==> src/rtl/fifo_param.sv <==
// Parametrised synchronous FIFO with occupancy count, programmable almost-empty/full
// thresholds, registered read data with valid strobe and sticky overflow/underflow flags.
module fifo_param #(
    parameter int RAM_WIDTH = 10,
    parameter int RAM_DEPTH = 8,
    parameter int PTR_SIZE  = 3
) (
    input  logic                 clk,
    input  logic                 rst,
    input  logic                 wr_enb,
    input  logic                 rd_enb,
    input  logic [RAM_WIDTH-1:0] data_in,
    input  logic [PTR_SIZE:0]    alm_empty_thr,
    input  logic [PTR_SIZE:0]    alm_full_thr,
    output logic [RAM_WIDTH-1:0] data_out,
    output logic                 valid,
    output logic                 empty,
    output logic                 full,
    output logic                 alm_empty,
    output logic                 alm_full,
    output logic [PTR_SIZE:0]    count,
    output logic                 overflow,
    output logic                 underflow
);

    localparam logic [PTR_SIZE:0] DEPTH_CNT = (PTR_SIZE + 1)'(RAM_DEPTH);

    logic [RAM_WIDTH-1:0] mem [RAM_DEPTH];
    logic [PTR_SIZE:0]    wr_ptr;
    logic [PTR_SIZE:0]    rd_ptr;
    logic                 rd_acc;
    logic                 wr_acc;

    // Extra wrap bit lets the plain difference distinguish full from empty.
    assign count     = wr_ptr - rd_ptr;
    assign empty     = (count == '0);
    assign full      = (count == DEPTH_CNT);
    assign alm_empty = !empty && (count <= alm_empty_thr);
    assign alm_full  = (count >= alm_full_thr);

    // A pop frees a slot in the same cycle, so a push at full is accepted alongside it.
    assign rd_acc = rd_enb && !empty;
    assign wr_acc = wr_enb && (!full || rd_acc);

    always_ff @(posedge clk) begin
        if (wr_acc) begin
            mem[wr_ptr[PTR_SIZE-1:0]] <= data_in;
        end
    end

    always_ff @(posedge clk or posedge rst) begin
        if (rst) begin
            wr_ptr    <= '0;
            rd_ptr    <= '0;
            data_out  <= '0;
            valid     <= 1'b0;
            overflow  <= 1'b0;
            underflow <= 1'b0;
        end else begin
            valid <= rd_acc;
            if (wr_acc) begin
                wr_ptr <= wr_ptr + 1'b1;
            end
            if (rd_acc) begin
                data_out <= mem[rd_ptr[PTR_SIZE-1:0]];
                rd_ptr   <= rd_ptr + 1'b1;
            end
            if (wr_enb && !wr_acc) begin
                overflow <= 1'b1;
            end
            if (rd_enb && empty) begin
                underflow <= 1'b1;
            end
        end
    end

endmodule

==> config.mk <==
export PLATFORM = sky130hd
export DESIGN_NAME = fifo_param
export DESIGN_NICKNAME = d
export VERILOG_FILES = /design/src/rtl/fifo_param.sv
export SDC_FILE = /design/constraint.sdc
export NUM_CORES = 1
export LEC_CHECK = 0
export CAP_MARGIN = 10
export CORE_ASPECT_RATIO = 1.25
export CORE_MARGIN = 4
export CORE_UTILIZATION = 55
export DETAILED_ROUTE_END_ITERATION = 10
export PLACE_DENSITY = 0.89
export REMOVE_ABC_BUFFERS = 1
export SETUP_SLACK_MARGIN = 0.02
export SLEW_MARGIN = 0
export SYNTH_ARGS = -nofsm -noshare
export SYNTH_HDL_FRONTEND = slang
export SYNTH_SLANG_ARGS = --single-unit
==> constraint.sdc <==
create_clock -name clk -period 4.3 [get_ports clk]
set_clock_uncertainty 0.2 [all_clocks]
set_input_delay 0.645 -clock clk [delete_from_list [all_inputs] [get_ports clk]]
set_output_delay 0.645 -clock clk [all_outputs]
set_load 0.01 [all_outputs]
==> impl_metrics.env <==
export IMPL_ys_async_sr_fraction=0.208
export IMPL_grt_use_total=0.179
export IMPL_grt_pass1_wl_microns=12000
export IMPL_p_leak_nw=1.83
export IMPL_antenna_found_initial=0
export IMPL_ys_ff_latch=101
export IMPL_cts_tree="built"
export IMPL_clock_latency_ns=0.37
export IMPL_layout_commonest_cell="edfxtp_1"
export IMPL_clockBufferDepth=2
export IMPL_finalHoldViolCount=0
export IMPL_r2r_start="wr_ptr[0]"
export IMPL_r2r_end="mem[3][4]"
export IMPL_power_density_mw_per_mm2=744
export IMPL_clkTransAtPathRegs_ns=0.09
export IMPL_syn_area_sq_mm=0.00422
export IMPL_reg2reg_slack_ns=1.11
export IMPL_worstSetupStartpointType="register"
export IMPL_synth_edff_count=80
export IMPL_die_area_sq_mm=0.00916
export IMPL_diodes=0
export IMPL_worst_ep_arrival_time_ns=3.23
export IMPL_first_pass_iters=4
export IMPL_syn_area_per_cell_sq_um=17.6
export IMPL_drv_cap=0
export IMPL_wl_microns=7490
export IMPL_synth_top_area_frac=0.569
export IMPL_vias=2212
export IMPL_status="complete, no violations"
export IMPL_final_setup_tns_ns=0
export IMPL_endpoint="alm_full"
export IMPL_portBuffers=42
export IMPL_rsz0062_at_grt="false"
export IMPL_synthTopCellsByArea="edfxtp_1 (57%), dfrtp_1 (12%), mux4_2 (11%)"
export IMPL_coreArea_sq_mm=0.00744
export IMPL_tightest_slew_ns=0.874
export IMPL_p_total_mw=3.74
export IMPL_drive_gt1_frac=0.218
export IMPL_peakVddDrop_uv=526
export IMPL_syn_inst=240
export IMPL_yosys_area_top_type="edfxtp_1"
export IMPL_startpoint="wr_ptr[0]"
export IMPL_layout_common_cells="edfxtp_1 (80), clkdlybuf4s50_1 (42), mux4_2 (20), dfrtp_1 (20)"
export IMPL_yosys_most_used_dff="edfxtp_1"
export IMPL_maxSlewHeadroom=0.416
export IMPL_grt_max_degree=24
export IMPL_drt_iter0_drc=164
export IMPL_dp_hpwl_microns=4780
export IMPL_pin_count=43
export IMPL_rr_worst_depth=10
export IMPL_numCtsBuffers=9
export IMPL_dieHeight_microns=106
export IMPL_final_max_slew_violation_count=0
export IMPL_wl_per_cell_microns=19.0
export IMPL_timing_fmax_ghz=0.245
export IMPL_drc=0
export IMPL_worstPathRequired_ns=3.45
export IMPL_floorplan_initialDensity=0.567
export IMPL_grt_pass1_vias=2309
export IMPL_grt_ovfl_total=0
export IMPL_cts_sinks=101
export IMPL_via_per_inst=5.60
export IMPL_clock_root_buffer="clkbuf_8"
export IMPL_drtAntennaViolNets=0
export IMPL_finalSetupViolations=0
export IMPL_critPathKind="reg -> out"
export IMPL_htreeDepth=3
export IMPL_cp_end_kind="output pin"
export IMPL_rows=35
export IMPL_areaGrowthSynthToFinish_pct=19.1
export IMPL_yosysSeqAreaShare=0.693
export IMPL_die_w_microns=86.4
export IMPL_finalCriticalPeriod_ns=4.07
export IMPL_yosys_warnings=0
export IMPL_cts_hold_buf=0
export IMPL_crit_fanout=5
export IMPL_final_net_count=332
export IMPL_synth_cell_types=39
export IMPL_period_share=0.947
export IMPL_place_gp_congestion=0.778
export IMPL_hp_class="reg -> reg"
## per-stage QoR
step,util,instances,instance area [sq um],hold WS [ns],worst slack [ns]
floorplan,-,229,4160,0.262,0.0765
global placement,0.647,375,4810,0.240,0.437
detailed placement,0.647,375,4810,0.247,0.342
CTS,0.671,391,5000,0.268,0.0304
global route,0.676,395,5030,0.302,0.0574
finish,0.676,395,5030,0.265,0.226
## cell families (layout without fill, tap and decap cells)
kind of cell	Yosys count	after routing	share of synthesized area
buf+inv	29	92	0.0317
compound gates	22	22	0.0367
simple gates	34	34	0.0415
fa+ha+maj	14	14	0.0421
xor+xnor	8	8	0.0184
mux	32	32	0.137
flops	101	101	0.693
## sequential cells by signal, summed over array words and instances (netlist names)
register,count
mem,80
data_out,10
rd_ptr,4
wr_ptr,4
overflow,1
underflow,1
valid,1
## metal layers
metal,up-vias,share of wire,global-route usage
met3,13,0.053,0.0364
met1,1104,0.39,0.224
met5,-,0,0
li1,1033,-,-
met4,0,0.022,0.0791
met2,62,0.53,0.300
## what timing repair did
action,in CTS,in global routing
resized for setup,1,2
buffers inserted,0,4
setup endpoints to repair,1,2
pin swaps,0,0
## final cells by class
cell class / count / area (sq um)
tap: 92 / 115
multi-input combinational: 110 / 1200
inverter: 18 / 67.6
timing repair buffer: 58 / 541
clock inverter: 6 / 53.8
clock buffer: 10 / 128
sequential: 101 / 2930
fill: 504 / 2410
## synth_stat cells, types with 2 or more instances
cell	count
mux2i_1	10
a21oi_1	5
nor4_1	2
o21ai_0	8
maj3_1	2
xor2_1	2
mux4_2	20
nand3_1	2
dfrtp_1	21
edfxtp_1	80
inv_1	17
buf_6	3
clkbuf_1	3
ha_1	11
nor2_1	6
buf_2	2
o31ai_4	2
nand2b_1	2
buf_1	3
nand2_1	11
nand4_1	2
o21ai_1	3
nor4b_1	3
xnor2_1	5
## critical path, stage by stage (launching register included)
cell	delay [ns]
dfrtp_2	0.41
inv_2	0.07
ha_1	0.20
inv_1	0.07
fa_2	0.46
ha_1	0.30
a21oi_1	0.06
maj3_1	0.36
maj3_1	0.35
inv_1	0.06
clkdlybuf4s50_1	0.53
## power by group
group          total [mW]  switching, mW  internal [mW]
clock               0.553          0.332          0.221
sequential           1.40          0.112           1.28
combinational        1.80          0.882          0.915
## how the worst min path moves through the flow
stage,startpoint,endpoint,slack (ns),cells after the start
after floorplan,wr_ptr[3],wr_ptr[3],0.26,1
after detailed placement,underflow,underflow,0.25,1
final,underflow,underflow,0.26,1
after global routing,underflow,underflow,0.30,1
after CTS,underflow,underflow,0.27,1
after global placement,underflow,underflow,0.24,1
Power figures use the tool's default switching activity.
==> edit 1: new RTL, same settings <==
The parameter `RAM_WIDTH` goes from 10 to 20.
--- a/src/rtl/fifo_param.sv
+++ b/src/rtl/fifo_param.sv
@@ -1,7 +1,7 @@
 // Parametrised synchronous FIFO with occupancy count, programmable almost-empty/full
 // thresholds, registered read data with valid strobe and sticky overflow/underflow flags.
 module fifo_param #(
-    parameter int RAM_WIDTH = 10,
+    parameter int RAM_WIDTH = 20,
     parameter int RAM_DEPTH = 8,
     parameter int PTR_SIZE  = 3
 ) (
Interface: changed (resized data_in and data_out); port bits go from 43 to 63. No check against the original RTL was run, so the function may have changed too.
==> edit 1 against the unedited design <==
Routed wire length is 100% higher. Area after synthesis is 79% higher. Power is 80% higher. Critical path type unchanged. Clock power grew to 2.8 times the old value. Sequential cell count is 90 higher. Design area is 80% higher. Setup slack better by 0.026 ns. Largest cell class unchanged. Via count is 75% higher.
==> edit 1: results (changes against the unedited design) <==
Total Routing Usage GR=20.29% (was 17.93%); initial antenna violation count=0 (unchanged); layout net count=512 (was 332); number of flops mapped to enable cells by yosys=160 (was 80); vias in the first global route=4072 (was 2309); share of layout cells above drive strength 1=22.25% (was 21.78%); static leakage=0.003179 µW (was 0.001827 µW); DRT iter0 DRCs=303 (was 164); port bufs=62 (was 42); routed via count=3863 (was 2212); dpl hpwl=8494 µm (was 4784 µm); ys flop type=edfxtp_1 (unchanged); FF-to-FF path depth=11 (was 10); clock buffer depth=2 (unchanged); CTS buffer count=17 (was 9); FF-to-FF End=data_out[15]$_DFFE_PP0P_ (was mem[3][4]$_DFFE_PP_); Syn. warnings=0 (unchanged); CP arrival=3.20 ns (was 3.23 ns); ANT cells=0 (unchanged); most frequent cells after synthesis=edfxtp_1, mux4_2, dfrtp_1 (was edfxtp_1, dfrtp_1, mux4_2); Clock Latency Late Sink=0.42 ns (was 0.37 ns); Area contributors post-synth=edfxtp_1, mux4_2, dfrtp_1 (was edfxtp_1, dfrtp_1, mux4_2); Seq/Total Area, Yosys=73.91% (was 69.31%); Starting Density=56.56% (was 56.74%); Pre-antenna DRT Iters=5 (was 4); Cells after DPL=617 (was 375); Unique masters post-synth=39 (unchanged); CP Launch Point=wr_ptr[0]$_DFFE_PP0P_ (unchanged); max_slew headroom=45.05% (was 41.64%); Worst Hold End=underflow$_DFFE_PP0P_ (unchanged); root buf cell=clkbuf_16 (was clkbuf_8); Clk pin slew, worst setup/hold paths=0.06 ns (was 0.09 ns); Hold Path Depth=1 (unchanged); crit path max fanout=7 (was 5); min-delay src=underflow$_DFFE_PP0P_ (unchanged); first-pass GRT wire length=23650 µm (was 11960 µm); Hold Crit Class=register to register (unchanged); Max VDD drop=0.0006212 V (was 0.0005265 V); ys async rst share=16.23% (was 20.79%); outcome=finished, final reports clean (unchanged); Min Hold Slack=0.2585 ns (was 0.2648 ns); cell count after synthesis=389 (was 240); DR vias/cell=5.925 (was 5.600); reg-to-reg slack, setup=0.89 ns (was 1.11 ns); gpl congestion=0.8225 (was 0.7783); largest net degree at the start of global routing=44 (was 24); H-tree depth=4 (was 3); max reg flops=160 (was 80); final WL=15020 µm (was 7489 µm)
edit 1: cell types whose count changed in the layout (fill, tap and decap cells not counted), sizes merged, moves of 2 or more:
cell | unedited run | this run
bufinv | 0 | 3
mux2i | 10 | 20
mux4 | 20 | 40
nand2 | 11 | 21
buf | 16 | 18
clkinv | 2 | 8
edfxtp | 80 | 160
o21ai | 11 | 21
dfrtp | 21 | 31
clkdlybuf4s50 | 42 | 61
clkbuf | 10 | 17
edit 1: timing repair:
item	in CTS	in global routing
endpoints found under the setup margin	1	2
setup buffers	0	3
gates resized for setup	2	2
edit 1: kinds of logic (layout without fill, tap and decap cells):
family / Yosys count / count (layout) / share of synthesized area (%)
muxes: 62 / 62 / 14.88
adders and majority gates: 14 / 14 / 2.353
and+or+nand+nor: 44 / 44 / 2.784
xor gates and xnor gates: 8 / 8 / 1.028
DFF: 191 / 191 / 73.91
AOI/OAI and AO/OA: 32 / 32 / 2.718
buffers and inverters: 38 / 130 / 2.320
edit 1: how the worst max path moves through the flow:
| stage | end | cells after the start |
|---|---|---|
| after floorplan | mem[4][0]$_DFFE_PP_ | 8 |
| after global placement | alm_full | 10 |
| after detailed placement | alm_full | 10 |
| after CTS | alm_full | 10 |
| after global routing | alm_empty | 11 |
| final | alm_empty | 11 |
edit 1: where the power goes:
group	internal [µW]	switching, µW
registers	2420	178
clock network	912	654
logic	1270	1320
edit 1: per-layer routing:
metal	vias to the layer above	track usage, %	part of all wire, %
li1	1688	-	-
met1	1990	26.82	39
met4	0	7.468	2.2
met2	158	33.27	52
met3	27	4.583	7.4
met5	-	0	0
edit 1: stage by stage:
step | area, µm² | setup slack, ns | power (µW)
detailed placement | 8433 | 0.3268 | 5192
finish | 9055 | 0.2517 | 6749
floorplan | 7442 | -1.775 | 4167
global route | 9055 | 0.04997 | 7133
global placement | 8433 | 0.4391 | 5037
CTS | 9027 | 0.02489 | 6793
edit 1: layout make-up:
type | instances | area (µm²)
Inverter | 18 | 67.56
Clock inverter | 15 | 167.7
Timing Repair Buffer | 80 | 758.2
Multi-Input combinational cell | 160 | 1839
Sequential cell | 191 | 5583
Fill cell | 824 | 4294
Clock buffer | 17 | 425.4
Tap cell | 171 | 214.0
edit 1: worst max-delay path, cell delays in order (launching register included):
cell and delay [ns]:
dfrtp_2 0.46, inv_2 0.11, ha_1 0.17, inv_1 0.06, fa_2 0.57, ha_1 0.25
nor2b_1 0.14, o21a_1 0.16, o21ai_0 0.13, nand2b_1 0.07, a21oi_1 0.12, clkdlybuf4s50_1 0.55
==> edit 2: new RTL, config.mk and constraints unchanged <==
Made on the original files. Register the output `count`, cleared by the reset; this adds one clock of latency there. The other outputs are not delayed to match.
--- a/src/rtl/fifo_param.sv
+++ b/src/rtl/fifo_param.sv
@@ -25,6 +25,8 @@
 
     localparam logic [PTR_SIZE:0] DEPTH_CNT = (PTR_SIZE + 1)'(RAM_DEPTH);
 
+    logic [PTR_SIZE:0] count_d;
+
     logic [RAM_WIDTH-1:0] mem [RAM_DEPTH];
     logic [PTR_SIZE:0]    wr_ptr;
     logic [PTR_SIZE:0]    rd_ptr;
@@ -32,11 +34,11 @@
     logic                 wr_acc;
 
     // Extra wrap bit lets the plain difference distinguish full from empty.
-    assign count     = wr_ptr - rd_ptr;
-    assign empty     = (count == '0);
-    assign full      = (count == DEPTH_CNT);
-    assign alm_empty = !empty && (count <= alm_empty_thr);
-    assign alm_full  = (count >= alm_full_thr);
+    assign count_d   = wr_ptr - rd_ptr;
+    assign empty     = (count_d == '0);
+    assign full      = (count_d == DEPTH_CNT);
+    assign alm_empty = !empty && (count_d <= alm_empty_thr);
+    assign alm_full  = (count_d >= alm_full_thr);
 
     // A pop frees a slot in the same cycle, so a push at full is accepted alongside it.
     assign rd_acc = rd_enb && !empty;
@@ -74,5 +76,13 @@
         end
     end
 
+    always_ff @(posedge clk or posedge rst) begin
+        if (rst) begin
+            count <= '0;
+        end else begin
+            count <= count_d;
+        end
+    end
+
 endmodule
 
Formal check against the unedited RTL: not equivalent (Yosys sat finds a counterexample within 4 cycles, from zero or initial values and one cycle with rst high).
==> edit 2 against the unedited design <==
Combinational power decreased by 7%. Power increased by 0.48%. Area after synthesis increased by 2.4%. Sequential share of layout area increased by 0.74 points. Setup slack got worse by 0.066 ns. Design area increased by 2.1%. Hold slack got worse by 0.0039 ns. Clock power increased by 11%. Sequential cell count increased by 4. Routed wire length increased by 2.2%. Via count increased by 1.3%. Highest routed layer unchanged.
==> edit 2: results (changes against the unedited design) <==
largest net degree at the start of global routing=26 (was 24); vias in the first global route=2328 (was 2309); metal2 WL=4166 µm (was 3973 µm); most frequent cells after synthesis=edfxtp_1, dfrtp_1, mux4_2 (unchanged); Non-Clock Buffer Count=56 (was 58); Filler cells=491 (was 504); Avg WL per Cell=19.28 µm (was 18.96 µm); sequential fraction of total cell area=58.98% (was 58.23%); layout net count=334 (was 332); post-synthesis cell area=4324 µm² (was 4224 µm²); wl on met1=2963 µm (was 2949 µm); ys async rst share=23.81% (was 20.79%); max_slew headroom=31.72% (was 41.64%); Total Routing Usage GR=17.80% (was 17.93%); crit path max fanout=7 (was 5); Synth Register Bits=105 (was 101); Post-DP Area=4915 µm² (was 4815 µm²); outcome=finished, final reports clean (unchanged); routed via count=2241 (was 2212); buffer share of cell area=10.23% (was 10.75%); static leakage=0.001874 µW (was 0.001827 µW); gpl congestion=0.7201 (was 0.7783); CP arrival=3.29 ns (was 3.23 ns); DR WL met3=452 µm (was 399 µm); first-pass GRT wire length=12210 µm (was 11960 µm); Resized cells post-CTS=2 (was 1)
edit 2: power breakdown:
group / switching, µW / internal [µW]
sequential: 122 / 1340
combinational: 835 / 845
clock: 339 / 278
total: 1300 / 2470
edit 2: per-stage QoR:
stage	std cells	utilization, %	setup WS (ns)
3_3_place_gp	379	65.25	0.4353
2_1_floorplan	233	-	0.07806
5_1_grt	397	68.19	0.03397
6_report	397	68.19	0.1602
4_1_cts	395	67.96	0.07376
3_5_place_dp	379	65.25	0.3307
edit 2: routing by layer:
layer	track usage, %	vias to the layer above
met3	3.920	4
li1	-	1043
met2	30.23	75
met4	6.689	0
met1	22.11	1119
met5	0	-
edit 2: critical path, cell delays in order (launching register included):
cell and delay (ns):
dfrtp_2 0.45, inv_2 0.08, ha_1 0.21, inv_1 0.08, fa_2 0.47, ha_1 0.30, a21oi_1 0.06, maj3_1 0.35
maj3_1 0.35, inv_1 0.05, clkdlybuf4s50_1 0.52
edit 2: cell families after synthesis:
logic type	Yosys count	synth area share (%)
AOI/OAI and AO/OA	22	3.588
xor gates and xnor gates	8	1.794
adders and majority gates	14	4.109
buffers and inverters	29	3.096
DFF	105	70.02
muxes	32	13.34
and+or+nand+nor	34	4.051
edit 2: worst paths after layout:
check / start / endpoint / slack [ns] / depth (start not counted)
setup / recovery: wr_ptr[0]$_DFFE_PP0P_ / alm_full / 0.16 / 10
hold / removal: underflow$_DFFE_PP0P_ / underflow$_DFFE_PP0P_ / 0.26 / 1
setup reg to reg: wr_ptr[0]$_DFFE_PP0P_ / mem[6][7]$_DFFE_PP_ / 1.06 / 10
hold reg to reg: underflow$_DFFE_PP0P_ / underflow$_DFFE_PP0P_ / 0.26 / 1
max in group asynchronous: rst / wr_ptr[0]$_DFFE_PP0P_ / 2.59 / 2
min in group asynchronous: rst / valid$_DFF_PP0_ / 0.62 / 2
